File: src/rtl/uart_pkg.sv
// Shared types and helpers for the UART transmit path.
// Contents:
//   parity_e      - parity mode encoding (none / odd / even)
//   tx_state_e    - transmitter frame states
//   clks_per_bit  - rounded clock-cycles-per-bit from clock and baud rate
package uart_pkg;

  typedef enum logic [1:0] {
    PAR_NONE = 2'd0,
    PAR_ODD  = 2'd1,
    PAR_EVEN = 2'd2
  } parity_e;

  typedef enum logic [2:0] {
    ST_IDLE,
    ST_START,
    ST_DATA,
    ST_PARITY,
    ST_STOP
  } tx_state_e;

  // Rounded division, so the bit period is as close as possible to 1/baud
  function automatic int clks_per_bit(input int freq, input int baud);
    return (freq + baud / 2) / baud;
  endfunction

endpackage

File: src/rtl/uart_tx_fifo_fifo.sv
// Synchronous single-clock FIFO, reusable by both UART directions.
// Ports:
//   clk     in   clock
//   rst     in   synchronous reset, active-high (flushes contents)
//   push    in   write wr_data (ignored while full)
//   wr_data in   WIDTH  word to store
//   pop     in   remove the head word (ignored while empty)
//   rd_data out  WIDTH  head word, valid while not empty
//   full    out  occupancy == DEPTH
//   empty   out  occupancy == 0
//   count   out  $clog2(DEPTH)+1  current occupancy
module sync_fifo #(
  parameter int WIDTH = 8,
  parameter int DEPTH = 16
) (
  input  logic                     clk,
  input  logic                     rst,
  input  logic                     push,
  input  logic [WIDTH-1:0]         wr_data,
  input  logic                     pop,
  output logic [WIDTH-1:0]         rd_data,
  output logic                     full,
  output logic                     empty,
  output logic [$clog2(DEPTH):0]   count
);

  localparam int AW = $clog2(DEPTH);

  logic [WIDTH-1:0] mem [DEPTH];
  logic [AW-1:0]    wr_ptr;
  logic [AW-1:0]    rd_ptr;
  logic [AW:0]      occ;
  logic             do_push;
  logic             do_pop;

  assign full    = (occ == (AW+1)'(DEPTH));
  assign empty   = (occ == '0);
  assign count   = occ;
  assign rd_data = mem[rd_ptr];
  assign do_push = push && !full;
  assign do_pop  = pop && !empty;

  // Storage is not reset: only the pointers decide what is valid.
  always_ff @(posedge clk) begin
    if (do_push) begin
      mem[wr_ptr] <= wr_data;
    end
  end

  // Pointers wrap naturally at DEPTH (power of two); the extra occupancy
  // bit is what tells full apart from empty.
  always_ff @(posedge clk) begin
    if (rst) begin
      wr_ptr <= '0;
      rd_ptr <= '0;
      occ    <= '0;
    end else begin
      if (do_push) begin
        wr_ptr <= wr_ptr + 1'b1;
      end
      if (do_pop) begin
        rd_ptr <= rd_ptr + 1'b1;
      end
      case ({do_push, do_pop})
        2'b10:   occ <= occ + 1'b1;
        2'b01:   occ <= occ - 1'b1;
        default: occ <= occ;
      endcase
    end
  end

endmodule

File: src/rtl/uart_tx_fifo.sv
// Parametrised UART transmitter fed by a FIFO with a valid/ready handshake.
// Ports:
//   clk_i    in   clock
//   rst_i    in   synchronous reset, active-high
//   data_i   in   DATA_BITS  word to transmit
//   valid_i  in   producer offers data_i
//   ready_o  out  FIFO can accept a word
//   tx_o     out  serial line, idle high, registered
//   busy_o   out  frame in progress or FIFO non-empty
//   count_o  out  $clog2(FIFO_DEPTH)+1  FIFO occupancy
module uart_tx_fifo
  import uart_pkg::*;
#(
  parameter int FREQ       = 27_000_000,
  parameter int BAUD       = 115200,
  parameter int DATA_BITS  = 8,
  parameter int PARITY     = 0,
  parameter int STOP_BITS  = 1,
  parameter int FIFO_DEPTH = 16
) (
  input  logic                          clk_i,
  input  logic                          rst_i,
  input  logic [DATA_BITS-1:0]          data_i,
  input  logic                          valid_i,
  output logic                          ready_o,
  output logic                          tx_o,
  output logic                          busy_o,
  output logic [$clog2(FIFO_DEPTH):0]   count_o
);

  localparam int      CPB   = clks_per_bit(FREQ, BAUD);
  localparam int      CW    = (CPB > 2) ? $clog2(CPB) : 1;
  localparam parity_e PMODE = parity_e'(PARITY);

  if (CPB < 2) begin : g_bad_cpb
    $error("uart_tx_fifo: CLKS_PER_BIT must be at least 2");
  end
  if (DATA_BITS < 5 || DATA_BITS > 8) begin : g_bad_data_bits
    $error("uart_tx_fifo: DATA_BITS must be 5..8");
  end
  if (PARITY < 0 || PARITY > 2) begin : g_bad_parity
    $error("uart_tx_fifo: PARITY must be 0, 1 or 2");
  end
  if (STOP_BITS != 1 && STOP_BITS != 2) begin : g_bad_stop_bits
    $error("uart_tx_fifo: STOP_BITS must be 1 or 2");
  end
  if (FIFO_DEPTH < 2 || (FIFO_DEPTH & (FIFO_DEPTH - 1)) != 0) begin : g_bad_depth
    $error("uart_tx_fifo: FIFO_DEPTH must be a power of two, at least 2");
  end

  tx_state_e              state, state_next;
  logic [CW-1:0]          baud_cnt, baud_next;
  logic [2:0]             bit_idx, idx_next;
  logic [DATA_BITS-1:0]   shreg, shreg_next;
  logic                   par_q, par_next;
  logic                   tx_q, tx_next;
  logic                   pop;
  logic                   bit_end;
  logic                   fifo_full;
  logic                   fifo_empty;
  logic [DATA_BITS-1:0]   fifo_head;
  logic [$clog2(FIFO_DEPTH):0] fifo_count;

  sync_fifo #(
    .WIDTH (DATA_BITS),
    .DEPTH (FIFO_DEPTH)
  ) u_fifo (
    .clk     (clk_i),
    .rst     (rst_i),
    .push    (valid_i),
    .wr_data (data_i),
    .pop     (pop),
    .rd_data (fifo_head),
    .full    (fifo_full),
    .empty   (fifo_empty),
    .count   (fifo_count)
  );

  assign ready_o = !fifo_full;
  assign count_o = fifo_count;
  assign tx_o    = tx_q;
  assign busy_o  = (state != ST_IDLE) || !fifo_empty;
  assign bit_end = (baud_cnt == CW'(CPB - 1));

  always_ff @(posedge clk_i) begin
    if (rst_i) begin
      state    <= ST_IDLE;
      baud_cnt <= '0;
      bit_idx  <= '0;
      shreg    <= '0;
      par_q    <= 1'b0;
      tx_q     <= 1'b1;
    end else begin
      state    <= state_next;
      baud_cnt <= baud_next;
      bit_idx  <= idx_next;
      shreg    <= shreg_next;
      par_q    <= par_next;
      tx_q     <= tx_next;
    end
  end

  // tx_next is always the line level of the bit that starts after the edge,
  // which keeps tx_o a plain register. Loading a word also precomputes its
  // parity bit; the final stop cycle may reload directly for back-to-back frames.
  always_comb begin
    state_next = state;
    baud_next  = bit_end ? '0 : baud_cnt + 1'b1;
    idx_next   = bit_idx;
    shreg_next = shreg;
    par_next   = par_q;
    tx_next    = tx_q;
    pop        = 1'b0;

    case (state)
      ST_IDLE: begin
        baud_next = '0;
        tx_next   = 1'b1;
        if (!fifo_empty) begin
          pop        = 1'b1;
          shreg_next = fifo_head;
          par_next   = (^fifo_head) ^ (PMODE == PAR_ODD);
          idx_next   = '0;
          tx_next    = 1'b0;
          state_next = ST_START;
        end
      end
      ST_START: begin
        if (bit_end) begin
          idx_next   = '0;
          tx_next    = shreg[0];
          state_next = ST_DATA;
        end
      end
      ST_DATA: begin
        if (bit_end) begin
          if (bit_idx == 3'(DATA_BITS - 1)) begin
            idx_next = '0;
            if (PMODE != PAR_NONE) begin
              tx_next    = par_q;
              state_next = ST_PARITY;
            end else begin
              tx_next    = 1'b1;
              state_next = ST_STOP;
            end
          end else begin
            idx_next   = bit_idx + 3'd1;
            shreg_next = shreg >> 1;
            tx_next    = shreg[1];
          end
        end
      end
      ST_PARITY: begin
        if (bit_end) begin
          idx_next   = '0;
          tx_next    = 1'b1;
          state_next = ST_STOP;
        end
      end
      ST_STOP: begin
        tx_next = 1'b1;
        if (bit_end) begin
          if (bit_idx == 3'(STOP_BITS - 1)) begin
            idx_next = '0;
            if (!fifo_empty) begin
              pop        = 1'b1;
              shreg_next = fifo_head;
              par_next   = (^fifo_head) ^ (PMODE == PAR_ODD);
              tx_next    = 1'b0;
              state_next = ST_START;
            end else begin
              state_next = ST_IDLE;
            end
          end else begin
            idx_next = bit_idx + 3'd1;
          end
        end
      end
      default: begin
        tx_next    = 1'b1;
        state_next = ST_IDLE;
      end
    endcase
  end

endmodule

File: config.mk
export PLATFORM = sky130hd
export DESIGN_NAME = uart_tx_fifo
export DESIGN_NICKNAME = d
export VERILOG_FILES = /design/src/rtl/uart_pkg.sv /design/src/rtl/uart_tx_fifo_fifo.sv /design/src/rtl/uart_tx_fifo.sv
export SDC_FILE = /design/constraint.sdc
export NUM_CORES = 1
export LEC_CHECK = 0
export ABC_AREA = 0
export CAP_MARGIN = 20
export CORE_UTILIZATION = 30
export CTS_CLUSTER_DIAMETER = 50
export CTS_CLUSTER_SIZE = 28
export DETAILED_ROUTE_END_ITERATION = 8
export HOLD_SLACK_MARGIN = 0.1
export PLACE_DENSITY = 0.47
export SLEW_MARGIN = 40
export SYNTH_ARGS = -nofsm -noshare
export SYNTH_HDL_FRONTEND = slang
export SYNTH_HIERARCHICAL = 1
export SYNTH_SLANG_ARGS = --single-unit
File: constraint.sdc
create_clock -name clk_i -period 4.1 [get_ports clk_i]
set_clock_uncertainty 0.05 [all_clocks]
set_input_delay 0.615 -clock clk_i [delete_from_list [all_inputs] [get_ports clk_i]]
set_output_delay 0.615 -clock clk_i [all_outputs]
set_load 0.02 [all_outputs]
# After elaboration in Yosys (flattened, before gate mapping)
# Memory sizes are Yosys's and may differ from the RTL's. A register that Yosys moved wholly into a read port is not among the register bits.
# Index checks and enable logic that the tools add are counted.
# op_classes
bitwise_logic	0
magnitude_cmp	0
n_eq_ne	18
reduce_logical	18
multipliers	0
shifts	0
n_div	0
addsub	6
n_mux	39
# ops
cell	n
$mux 8	5
$mux 3	13
$pmux 8 s3	1
$ne 2x2->1 const B	8
$pmux 3 s5	1
$mux 1	13
$pmux 3 s4	1
$pmux 5 s2	1
$reduce_and 5->1	2
$add 4x1->4 const B	2
$add 8x1->8 const B	1
$eq 8x8->1 const B	1
$mux 4	2
$reduce_and 7->1	1
$eq 3x2->1 const B	2
$eq 3x3->1 const B	2
$logic_not 3->1	2
$reduce_bool 3->1	2
$add 5x1->5 const B	1
$eq 5x5->1 const B	1
$logic_not 5->1	1
$pmux 1 s5	1
$sub 5x1->5 const B	1
$reduce_bool 4->1	1
other kinds (13)	15
# totals
mem_bits_ro	0
in_bits	11
latchBits	0
mem_bits_rw	128
out_inout_bits	8
n_memories	1
regBits	36
elab_cells	90
# mem_list
memory	depth	word_bits	read_ports	rd_clocked_by_memory_dff	write_ports	line_no	rtl
u_fifo.mem	16	8	1	1	1	uart_tx_fifo_fifo.sv:29	logic [WIDTH-1:0] mem [DEPTH];

# Longest topological paths before layout
# Gate-level depths: netlist of run 1.
# logic_depth
ltp_word	8
depth_mapped	16
ltp_nobuf	14

# Hierarchy
# The synthesis of run 1 kept the hierarchy.
# modules_own_cells
mod	cells_each	n_inst	seq_area_each_um2	area_each_um2
sync_fifo	330	1	4184.0	5891.9
uart_tx_fifo	145	1	460.4	1352.5

# Least setup slack after synthesis of run 1
# OpenSTA, ideal clock, no wires.
# synth_timing
path_kind	reg-to-reg
from	register u_fifo.occ[1], in the netlist u_fifo/count[1]
to	register u_fifo.occ[4], in the netlist u_fifo/count[4]
n_path_buf	3
slack_ns	0.754
synth_period_minus_slack_ns	3.346
t_arrival_ns	3.166
setup_ns	0.129
required_ns	3.921
stages_incl_launch_ff	16
path_cell_list	dfxtp_1 -> buf_6 -> or4_4 -> buf_6 -> nor2_1 -> nor3_1 -> a21boi_0 -> o21ai_4 -> inv_1 -> ha_1 -> clkbuf_1 -> xor2_1 -> ha_1 -> o31ai_1 -> o22ai_1 -> nand4bb_1
# synth_between
elab_chain_cells	8
word_cells_on_any_way	16
cone_classes	2 x add/sub; 3 x eq/ne; 5 x mux; 6 x reduce/logical
# synth_lines
item	line_no	rtl
from (decl)	uart_tx_fifo_fifo.sv:32	logic [AW:0] occ;
from (signal assigned)	uart_tx_fifo_fifo.sv:65	2'b10: occ <= occ + 1'b1;
from (signal assigned)	uart_tx_fifo_fifo.sv:66	2'b01: occ <= occ - 1'b1;
$logic_not 5->1 *	uart_tx_fifo_fifo.sv:37	assign empty = (occ == '0);
via fifo_empty	uart_tx_fifo.sv:60	logic fifo_empty;
$mux 1 *	uart_tx_fifo.sv:119, uart_tx_fifo.sv:165	
$mux 1	uart_tx_fifo.sv:163	if (bit_idx == 3'(STOP_BITS - 1)) begin
$mux 1	uart_tx_fifo.sv:162	if (bit_end) begin
$pmux 1 s2 *	uart_tx_fifo.sv:115	case (state)
via pop	uart_tx_fifo.sv:57	logic pop;
$logic_and 1x1->1 *	uart_tx_fifo_fifo.sv:41	assign do_pop = pop && !empty;
via u_fifo.do_pop	uart_tx_fifo_fifo.sv:34	logic do_pop;
$eq 2x1->1 or $eq 2x2->1 (tied branches)	uart_tx_fifo_fifo.sv:64	case ({do_push, do_pop})
$pmux 5 s2 or $reduce_bool 2->1 (tied branches)	n/a	
# The timed path passes the listed nets; every way through them passes the cells marked *.
# A chain may end at the register's enable or synchronous reset.

# Worst setup path after layout of run 1
# layout_timing
from	register u_fifo.occ[2], in the netlist u_fifo/count[2]
to	register u_fifo.occ[4], in the netlist u_fifo/count[4]
# The elaborated chain is that of the path after synthesis.

==> results.toml, run 1 <==
[logic_synthesis]
synth_area_leaders = "edfxtp_1 53%, dfxtp_1 11%, mux4_2 9.9%"
synthAdderAreaFrac_pct = 2.25
syn_area_per_cell_um2 = 15.3
netlist_area_um2 = 7240
synth-seq-cells = 168
ys_warn_count = 6
yosysTopAreaCell = "edfxtp_1"
yosys-mux-area-fraction_pct = 12.2
yosys.area_share.simple_pct = 8.74
synth_cell_types = 68
synth_edf_count = 128
synthArstFlopShare_pct = 0
synthXorXnorAreaFrac_pct = 1.57
netlist.area_leader.share_pct = 53.1
seq_area_frac_synth_pct = 64.1
syn_inst = 475
syn-num-nets = 499
synth_compound_area_share_pct = 8.38
ys.flop_type = "edfxtp_1"
synth_top_family_by_area = "multiplexers"

[sta]
worstMarginPinSlew_ns = 0.816
hold_ws_ns = 0.435
rsz0062_at_grt = "false"
max_freq_mhz = 281
fin_crit_sh_pct = 86.8
fin_crit_ns = 3.56
hold_viol = 0
slew-limit-headroom_pct = 45.5
slew_viol_final = 0
tns_ns = 0
setup_viol = 0

[status]
status = "finished clean"

[critical_path]
end_kind = "flop"
worst_ep_arrival_time_ns = 3.81
crit_required_ns = 4.35
crit_fanout = 13
cp.buffers_inverters = 1
path_cells = "or4_4 -> nor2_1 -> nor3_1 -> a21boi_1 -> o21ai_4 -> inv_1 -> ha_1 -> xor2_1 -> ha_1 -> nand2_1 -> o21ai_0 -> nor3_1 -> nand4bb_1"
max_stage_delay_ns = 0.57
path_delay_family = "simple AND/OR/NAND/NOR gates"
start_kind = "flop"
path_class = "flop to flop"
crit_slowest_cell = "dfxtp_1"

[worst_hold_path]
min_path_type = "flop to flop"

[cts]
clk_transition_reported_paths_ns = 0.07
cts_hold_buffers = 0
worstSkewPairLatency_ns = 0.43
cts_tree = "yes"
cts.path.max_buffers = 2
numCtsBuffers = 17
htree_levels = 4
cts_root_buffer = "clkbuf_16"
cts.sinks = 168
cts_setup_buffers = 0

[routing]
drtIter0Drc = 255
ant_nets = 0
vias = 3984
wl_per_cell_um = 17.4
remaining_drc_errors = 0
drt_wl_total_um = 14300
first_pass_iters = 4
viasPerCell = 4.83

[cells_and_area]
final_util_pct = 35.7
final_cell_mix = "128 x edfxtp_1, 38 x dfxtp_1, 32 x mux4_2, 31 x nor2_1, 29 x nand2_1"
area_growth_pct = 16.2
multiInputGateArea_um2 = 2430
regArea_um2 = 4650
nNetsFinal = 516
fillers = 2287
drive_above_1_share_pct = 21.8
n_antenna_cell = 0
layout_commonest_cell = "edfxtp_1"

[pwr]
p_per_area_nw_per_um2 = 586
switchingPower_mw = 1.52
p_clk_share_pct = 34.8
combPwrFrac_pct = 23.2
switching_share_pct = 30.9
vdd_drop_max_mv = 0.261
power.share.sequential_pct = 41.9
leakage_nw = 2.76
power.internal_mw = 3.41

[die]
rows = 56
die_w_um = 157
core_um2 = 23500
dieArea_um2 = 24800
die_y_um = 157
ioPinCount = 19
start_util_pct = 30.8

[placement]
hpwl_um = 9580
gp_congestion = 0.748
portBuffers = 18

[grt]
track_usage_pct = 12.5
grt_pass1_vias = 4027
grt_max_degree = 33
antenna_found_initial = 0
grt_pass1_wl_um = 23000
grt-ovfl-total = 0

[job]
maxCapViolCount = 0
-- metal layers --
metal / part of all wire [%] / track usage [%] / wire length [um]
met1: 47 / 16.5 / 6710
met2: 49 / 20.5 / 7060
met3: 3.0 / 3.11 / 428
met4: 0.75 / 3.19 / 108
met5: 0 / 0 / 0
-- final cells by class --
type                       instances  share of cell area, %
clock buffer                      17                   5.06
clock inverter                    15                   2.63
inverter                          12                  0.535
multi-input combinational        266                   28.8
sequential                       168                   55.2
tap                              319                   4.74
timing repair buffer              27                   2.94
-- path summary, 6_finish.rpt --
kind	startpoint	end	slack, ns	depth (start not counted)
max	u_fifo/count[2]$_SDFFE_PP0P_	u_fifo/count[4]$_SDFFE_PP0P_	0.54	13
min	shreg[7]$_SDFFE_PP0P_	shreg[7]$_SDFFE_PP0P_	0.44	2
max reg2reg	u_fifo/count[2]$_SDFFE_PP0P_	u_fifo/count[4]$_SDFFE_PP0P_	0.54	13
min reg2reg	shreg[7]$_SDFFE_PP0P_	shreg[7]$_SDFFE_PP0P_	0.44	2
-- what timing repair did --
action,in CTS,in global routing
gates resized for setup,0,1
hold endpoints to repair,0,0
endpoints found under the setup margin,0,1
-- power by group through the flow --
stage | Clock, mW | Combinational, mW | Sequential (mW)
2_1_floorplan | 0 | 0.964 | 2.04
3_3_place_gp | 0 | 1.13 | 2.10
3_5_place_dp | 0 | 1.15 | 2.11
4_1_cts | 1.76 | 1.15 | 2.07
5_1_grt | 1.84 | 1.26 | 2.09
6_report | 1.72 | 1.15 | 2.07
-- cells in the mapped netlist, types with 2 or more instances --
library cell / number
o21a_1: 2
xnor2_1: 5
nor3b_1: 2
mux2i_1: 16
buf_1: 3
nor3_1: 9
a211oi_1: 3
nor2b_1: 6
xor2_1: 8
a21o_1: 2
buf_6: 5
dfxtp_1: 40
nand3b_1: 2
a22oi_1: 16
nand2b_1: 6
o2111ai_1: 2
o21ai_0: 2
and3_1: 2
nand4_1: 2
nand3_1: 7
a21oi_1: 8
ha_1: 13
or4_1: 2
buf_2: 9
clkbuf_1: 12
edfxtp_1: 128
o211ai_1: 3
inv_1: 11
nand2_1: 29
a311oi_2: 7
mux4_2: 32
a211o_1: 2
o22ai_1: 2
nor2_1: 43
-- cells by family (layout without fill, tap and decap cells) --
kind of cell | Yosys count | count (layout)
XOR/XNOR | 13 | 13
flip-flops | 168 | 168
buffers and inverters | 41 | 71
multiplexers | 48 | 48
AND/OR/NAND/NOR | 124 | 124
AO/OA/AOI/OAI | 68 | 68
adder cells (fa/ha/maj) | 13 | 13
-- tightest hold or removal path: cells and delay by family (launching register included) --
family	cells	cell delay, ns
simple gates	1	0.05
mux	1	0.06
flops	1	0.32
-- flip-flops by register name (all words and copies together), names as in the netlist, named ones only --
signal / flops
u_fifo/rd_ptr: 4
u_fifo/mem: 128
baud_cnt: 8
tx_o: 1
u_fifo/wr_ptr: 4
u_fifo/count: 5
state: 3
shreg: 8
bit_idx: 3
-- metrics by stage --
| step | cells | power, mW | setup WS (ns) | cell area, um^2 |
|---|---|---|---|---|
| 6_report | 824 | 4.93 | 0.542 | 8420 |
| 5_1_grt | 824 | 5.19 | 0.201 | 8420 |
| 4_1_cts | 824 | 4.99 | 0.403 | 8420 |
| 3_5_place_dp | 792 | 3.26 | 0.412 | 7770 |
| 3_3_place_gp | 792 | 3.24 | 0.630 | 7740 |
| 2_1_floorplan | 475 | 3.00 | 0.754 | 7240 |
Power figures use the tool's default switching activity.
==> run 2: changes to the inputs <==
==> constraint.sdc (replaced) <==
create_clock -name clk_i -period 3.7 [get_ports clk_i]
set_clock_uncertainty 0.05 [all_clocks]
set_input_delay 0.555 -clock clk_i [delete_from_list [all_inputs] [get_ports clk_i]]
set_output_delay 0.555 -clock clk_i [all_outputs]
set_load 0.02 [all_outputs]
==> run 2 against run 1 <==
Net effect:
- worst setup slack got worse by 0.18 ns
- count of clock-buffer cells in the layout did not move
- critical path depth fell by 1
- global-route usage barely moved
- total power rose by 10%
- clock power rose by 8%
- wire length fell by 0.87%
- register-to-register slack got worse by 0.18 ns
- sequential share of layout area fell by 0.26 points
- sequential power rose by 9%
- utilization rose by 0.14 points
- flip-flop and latch count did not move
- largest power group unchanged
==> results.toml, run 2 (synthesis gave the netlist of run 1 again) <==
[sta]
worstMarginPinSlew_ns = 0.837
setup_viol = 0
slew-limit-headroom_pct = 44.0
fin_crit_ns = 3.33
max_freq_mhz = 300
hold_ws_ns = 0.432
slew_viol_final = 0
hold_viol = 0
tns_ns = 0
fin_crit_sh_pct = 90.1
rsz0062_at_grt = "false"

[cts]
numCtsBuffers = 17
cts.path.max_buffers = 2
htree_levels = 4
worstSkewPairLatency_ns = 0.43
cts_hold_buffers = 0
cts_tree = "yes"
cts.sinks = 168
cts_root_buffer = "clkbuf_16"
clk_transition_reported_paths_ns = 0.07

[pwr]
p_clk_share_pct = 34.0
power.internal_mw = 3.73
switchingPower_mw = 1.70
power.share.sequential_pct = 41.5
switching_share_pct = 31.3
vdd_drop_max_mv = 0.305
leakage_nw = 2.81
p_per_area_nw_per_um2 = 642
power_mw = 5.43
combPwrFrac_pct = 24.4

[routing]
first_pass_iters = 4
wl_met3_um = 342
wl_met2_um = 7030
drt_wl_total_um = 14200
wl_met1_um = 6650
viasPerCell = 4.72
remaining_drc_errors = 0
ant_nets = 0
vias = 3945
wl_per_cell_um = 17.0
highest_layer = "met4"
drtIter0Drc = 158

[cells_and_area]
final_area_um2 = 8450
n_antenna_cell = 0
fillers = 2284
largest_reg_flops = 128
multiInputGateArea_um2 = 2400
area_growth_pct = 16.6
drive_above_1_share_pct = 21.3
largest-register = "u_fifo/mem"
layout_commonest_cell = "edfxtp_1"
reg_top3 = "u_fifo/mem: 128 flops, baud_cnt: 8 flops, shreg: 8 flops"
final_cell_mix = "128 x edfxtp_1, 42 x nor2_1, 39 x dfxtp_1, 32 x mux4_2, 29 x nand2_1"
nNetsFinal = 528
regArea_um2 = 4650

[grt]
track_usage_pct = 12.6
grt_max_degree = 33
grt_pass1_vias = 4165
grt-ovfl-total = 0
grt_pass1_wl_um = 23200
antenna_found_initial = 0

[critical_path]
cp.buffers_inverters = 1
path_cells = "or4_4 -> nor2_1 -> nor3_1 -> a21boi_1 -> o21ai_4 -> inv_1 -> ha_1 -> xor2_1 -> ha_1 -> o31ai_1 -> o22ai_1 -> nand4bb_1"
start_kind = "flop"
rrSetupSlack_ns = 0.37
crit_required_ns = 3.95
worst_path_most_repeated_cell = "ha_1"
worst_ep_arrival_time_ns = 3.59
max_stage_delay_ns = 0.64
end_kind = "flop"
path_delay_family = "simple AND/OR/NAND/NOR gates"
crit_slowest_cell = "or4_4"
path_class = "flop to flop"
crit_fanout = 12

[job]
maxCapViolCount = 0

[die]
die_y_um = 157
start_util_pct = 30.8
rows = 56
die_w_um = 157
ioPinCount = 19
core_um2 = 23500
dieArea_um2 = 24800

[placement]
hpwl_um = 9660
portBuffers = 18
gp_congestion = 0.717
dpl_cell_area_um2 = 7830

[status]
status = "finished clean"

[worst_hold_path]
min_path_type = "flop to flop"
run 2: cell types whose count changed in the layout (fill, tap and decap cells not counted), moves of 2 or more:
cell        delta
clkinvlp_4     +2
buf_4         +12
nor2_1        +11
nor2_2        -11
run 2: power groups by stage:
stage	clock, mW	sequential, mW	combinational, mW
6_report	1.85	2.25	1.33
5_1_grt	1.97	2.28	1.46
4_1_cts	1.90	2.26	1.34
3_5_place_dp	0	2.30	1.33
3_3_place_gp	0	2.29	1.32
2_1_floorplan	0	2.26	1.07
run 2: layer usage:
metal  vias up  global-route usage, %
met3        13                   2.67
met5         -                      0
met1      1983                   16.3
met2        51                   20.7
met4         0                   4.48
li1       1898                      -
run 2: layout make-up:
cell class              instances  area share [%]
multi-input cells             266            28.4
flip-flops and latches        168            55.0
repair buffers                 39            4.00
well taps                     319            4.72
clock buffers                  17            5.04
inverters                      12           0.533
clock inverters                15            2.31
run 2: worst paths after layout:
check | depth (start not counted) | to | start
worst max register to register | 12 | u_fifo/count[4]$_SDFFE_PP0P_ | u_fifo/count[1]$_SDFFE_PP0P_
worst max-delay path | 12 | u_fifo/count[4]$_SDFFE_PP0P_ | u_fifo/count[1]$_SDFFE_PP0P_
worst min-delay path | 1 | baud_cnt[0]$_SDFF_PP0_ | baud_cnt[0]$_SDFF_PP0_
worst min register to register | 1 | baud_cnt[0]$_SDFF_PP0_ | baud_cnt[0]$_SDFF_PP0_
run 2: metrics by stage:
stage | setup WS, ns | utilization, % | instances
final | 0.367 | 35.9 | 836
after global routing | 0.0697 | 35.9 | 836
after CTS | 0.264 | 35.9 | 836
after detailed placement | 0.283 | 33.2 | 804
after global placement | 0.460 | 33.2 | 804
after floorplan | 0.354 | - | 475
run 2: repair_timing:
| action | CTS | global route |
|---|---|---|
| endpoints found under the setup margin | 0 | 1 |
| setup buffers | 0 | 0 |
| gates resized for setup | 0 | 1 |
==> RTL edit 1 (config.mk and constraints of run 2) <==
`BAUD`: 115200 -> 57600.
--- a/src/rtl/uart_tx_fifo.sv
+++ b/src/rtl/uart_tx_fifo.sv
@@ -12,7 +12,7 @@
   import uart_pkg::*;
 #(
   parameter int FREQ       = 27_000_000,
-  parameter int BAUD       = 115200,
+  parameter int BAUD       = 57600,
   parameter int DATA_BITS  = 8,
   parameter int PARITY     = 0,
   parameter int STOP_BITS  = 1,
Behaviour: no difference found for any inputs over 10 cycles, from zero or initial values and one cycle with rst_i high; that may be too few to reach the edited logic, so the function may still have changed.
==> RTL edit 1 against run 2 <==
  * Cell area grew 0.30%
  * Sequential cell count grew 1
  * Power grew 3.2%
  * Non-clock buffer count shrank 1
  * Worst hold slack lost 0.0057 ns
  * Largest power group unchanged
  * Area after synthesis grew 0.43%
  * Worst setup slack lost 0.044 ns
  * Critical path depth grew 3
  * Routed wire length grew 6.2%
==> RTL edit 1: results <==
run_status:
  status: "complete, no violations"
power_and_ir_drop:
  p_leak_nw: 2.824
  vdd_drop_max_mv: 0.3137
layout:
  final_cells: 850
  multiInputGateArea_um2: 2417
  layout-drive-gt1-share: 0.1921
  diodes: 0
  fin_nets: 542
  fillers: 2263
  reg_top3: "u_fifo/mem (128), baud_cnt (9), shreg (8)"
yosys:
  synth.area.top_cells: "edfxtp_1 (53%), dfxtp_1 (11%), mux4_2 (9.9%)"
  synthDistinctLibCells: 67
  synthCells: 488
  ys_warn_count: 6
  synth_enable_flop_cells: 128
  synth_seq_area_share: 0.6411
  ys_top_cells_by_count: "edfxtp_1 (128), nor2_1 (43), dfxtp_1 (41)"
  synthMuxAreaShare: 0.1199
  synth_adder_area_share: 0.02236
  synth_xor_area_frac: 0.01806
  synth-compound-area-share: 0.07309
  synth-async-reset-ratio: 0
  synth_nets: 512
routing:
  drtIter0Drc: 282
  wire_per_inst_um: 17.72
  first_pass_iters: 5
  via_per_inst: 4.902
global_routing:
  grt.total_usage: 0.1309
  grt_pass1_vias: 4172
  grt_max_degree: 34
  grt_pass1_wl_mm: 23.71
  grt_antenna_before_repair: 0
clock_network:
  numCtsBuffers: 17
  root_buffer: "clkbuf_16"
  clkTransAtPathRegs_ns: 0.06
  clk_latency_ns: 0.42
  cts_buffer_depth: 2
  cts_resized: 0
critical_path:
  r2r_cells: 15
  cp_data_arrival_time_ns: 3.62
  max_stage_delay_ns: 0.40
  worst_path_max_delay_cell: "ha_1"
worst_hold_path:
  hold_class: "reg2reg"
  min_delay_path_depth: 2
placement:
  finalWeightedCongestion: 0.8180
  port_buffers: 18
  dp.cells: 818
  place_area_um2: 7879
  dpl_worst_slack_ns: 0.3331
  dp_hpwl_mm: 9.619
timing:
  slew_headroom: 0.4549
  hold_viol_final: 0
==> RTL edit 1: cell count changes in the layout (fill, tap and decap cells not counted), moves of 4 or more <==
cell	before	now
clkinv_8	4	0
nand2_1	29	24
clkinv_4	0	4
inv_8	6	1
xor2_1	8	12
o21ai_1	0	5
a311oi_2	7	0
or3_1	1	10
o21ai_0	2	6
==> RTL edit 1: metal layers <==
layer	global-route usage	wire length, µm	vias up
met2	0.2106	7323	79
met4	0.04253	167	0
met3	0.02874	463	12
met5	0	0	-
met1	0.1747	7104	2133
li1	-	-	1943
==> RTL edit 1: critical path: cells and delay by family, from the launching register on <==
kind / cells / cell delay (ns)
DFF: 1 / 0.36
and+or+nand+nor: 6 / 0.96
xor gates and xnor gates: 1 / 0.20
adders and majority gates: 3 / 0.81
AOI/OAI and AO/OA: 3 / 0.73
buffers and inverters: 2 / 0.14
==> RTL edit 1: area by class of cell <==
type	count	area share
clock buffer	17	0.05021
clock inverter	15	0.01920
inverter	16	0.007088
multi-input combinational	276	0.2853
sequential	169	0.5506
tap	319	0.04711
timing repair buffer	38	0.04046
==> RTL edit 1: final timing paths <==
path,to,slack [ns],start
max,u_fifo/count[4],0.32,baud_cnt[0]
min reg2reg,shreg[5],0.43,shreg[5]
min,shreg[5],0.43,shreg[5]
max reg2reg,u_fifo/count[4],0.32,baud_cnt[0]
==> RTL edit 1: power by group <==
group | leakage (nW) | switching (mW) | internal, mW
Combinational | 1.05 | 0.851 | 0.695
Sequential | 1.49 | 0.114 | 2.18
Clock | 0.288 | 0.754 | 1.01
==> RTL edit 2 (flow settings as in run 2) <==
Without the edit above. Re-encode `tx_state_e` (5 states) as one-hot, 5 bits wide.
--- a/src/rtl/uart_pkg.sv
+++ b/src/rtl/uart_pkg.sv
@@ -11,12 +11,12 @@
     PAR_EVEN = 2'd2
   } parity_e;
 
-  typedef enum logic [2:0] {
-    ST_IDLE,
-    ST_START,
-    ST_DATA,
-    ST_PARITY,
-    ST_STOP
+  typedef enum logic [4:0] {
+    ST_IDLE   = 5'b00001,
+    ST_START  = 5'b00010,
+    ST_DATA   = 5'b00100,
+    ST_PARITY = 5'b01000,
+    ST_STOP   = 5'b10000
   } tx_state_e;
 
   // Rounded division, so the bit period is as close as possible to 1/baud
Check against the original RTL: no difference found for any inputs over 10 cycles, from zero or initial values and one cycle with rst_i high; not proved beyond that.
==> RTL edit 2 against run 2 <==
  * First-iteration DRC count is 44% higher
  * Synthesized cell count is 4.2% higher
  * Highest routed layer unchanged
  * Routed wire length is 8.7% higher
  * Worst setup slack worse by 0.063 ns
  * Critical path depth is 2 higher
  * Sequential cell count is 1 higher
  * Maximum frequency is 1.8% lower
  * Count of clock-buffer cells in the layout stayed put
  * Area after synthesis is 0.88% higher
  * Largest cell class unchanged
  * Power is 4.5% higher
  * Cell area hardly changed
==> RTL edit 2: results <==
global_routing:
  grt_pass1_vias: 4217
  grtUsageMet1: 0.1784
  grt.total_usage: 0.1324
  grt_max_degree: 47
routing:
  via_per_inst: 4.883
  drt-met1-wl_mm: 7.283
  wl_met2_mm: 7.496
  wl_mm: 15.42
  drtIter0Drc: 227
power_and_ir_drop:
  sequentialPower_mw: 2.32
  vdd_drop_max_mv: 0.2570
  p_comb_frac: 0.283
  switchingPower_mw: 1.828
  p_leak_nw: 2.878
floorplanning:
  dieArea_um2: 24990
timing:
  whs_ns: 0.4297
  tightest_slew_ns: 0.7688
yosys:
  synth_seq_area_share: 0.6382
  ys_top_cells_by_count: "edfxtp_1 (128), nor2_1 (46), dfxtp_1 (41)"
  synthDistinctLibCells: 69
  synthCells: 495
layout:
  multiInputGateArea_um2: 2470
  area_growth_syn_to_layout_pct: 15.58
  fin_nets: 539
  clock_cell_area_share: 0.06962
  multi_input_cells: 284
  diodes: 0
  design.seq.count: 169
  fillers: 2327
  layout-drive-gt1-share: 0.1932
  layout.area.seq_um2: 4666
  buf_share: 0.03348
placement:
  dp_hpwl_mm: 9.776
  dp.cells: 815
  dpl_worst_slack_ns: 0.2735
  place_area_um2: 7839
critical_path:
  r2r-start: "baud_cnt[0]"
run_status:
  status: "complete, no violations"
## RTL edit 2: cell types whose count changed after synthesis, sizes merged, moves of 3 or more
cell	change
a311oi	-8
nor2b	+6
o21ai	+10
or4	+6
nor3	+3
nor3b	-3
xor2	+3
nor2	+3
a21oi	-5
o31ai	+4
mux2i	-4
## RTL edit 2: cell families after synthesis
logic type | after synthesis | synth area share
multiplexers | 44 | 0.1150
buffers and inverters | 42 | 0.02654
flip-flops | 169 | 0.6382
AND/OR/NAND/NOR | 146 | 0.1091
adder cells (fa/ha/maj) | 13 | 0.02226
AO/OA/AOI/OAI | 67 | 0.07208
XOR/XNOR | 14 | 0.01678
## RTL edit 2: worst max-delay path by stage
stage / depth (start not counted) / from / slack, ns / to
after global routing: 14 / baud_cnt[0] / 0.11 / u_fifo/count[4]
after CTS: 14 / baud_cnt[0] / 0.25 / u_fifo/count[4]
after floorplan: 15 / baud_cnt[0] / 0.48 / u_fifo/count[4]
after global placement: 14 / baud_cnt[0] / 0.42 / u_fifo/count[4]
final: 14 / baud_cnt[0] / 0.30 / u_fifo/count[4]
after detailed placement: 14 / baud_cnt[0] / 0.27 / u_fifo/count[4]
## RTL edit 2: what timing repair did
| action | in CTS | in global routing |
|---|---|---|
| hold buffers | 0 | 0 |
| endpoints found under the setup margin | 0 | 1 |
| resized for setup | 0 | 1 |
## RTL edit 2: worst max-delay path: stages, from the launching register on
cell       delay, ns
dfxtp_1         0.40
ha_1            0.16
nand2_1         0.09
or3_1           0.35
or3b_1          0.40
a21oi_2         0.23
o21ai_4         0.11
inv_1           0.08
ha_2            0.30
xor2_1          0.18
ha_1            0.25
nand2_1         0.07
o21ai_0         0.32
nor3_1          0.10
nand4bb_1       0.19
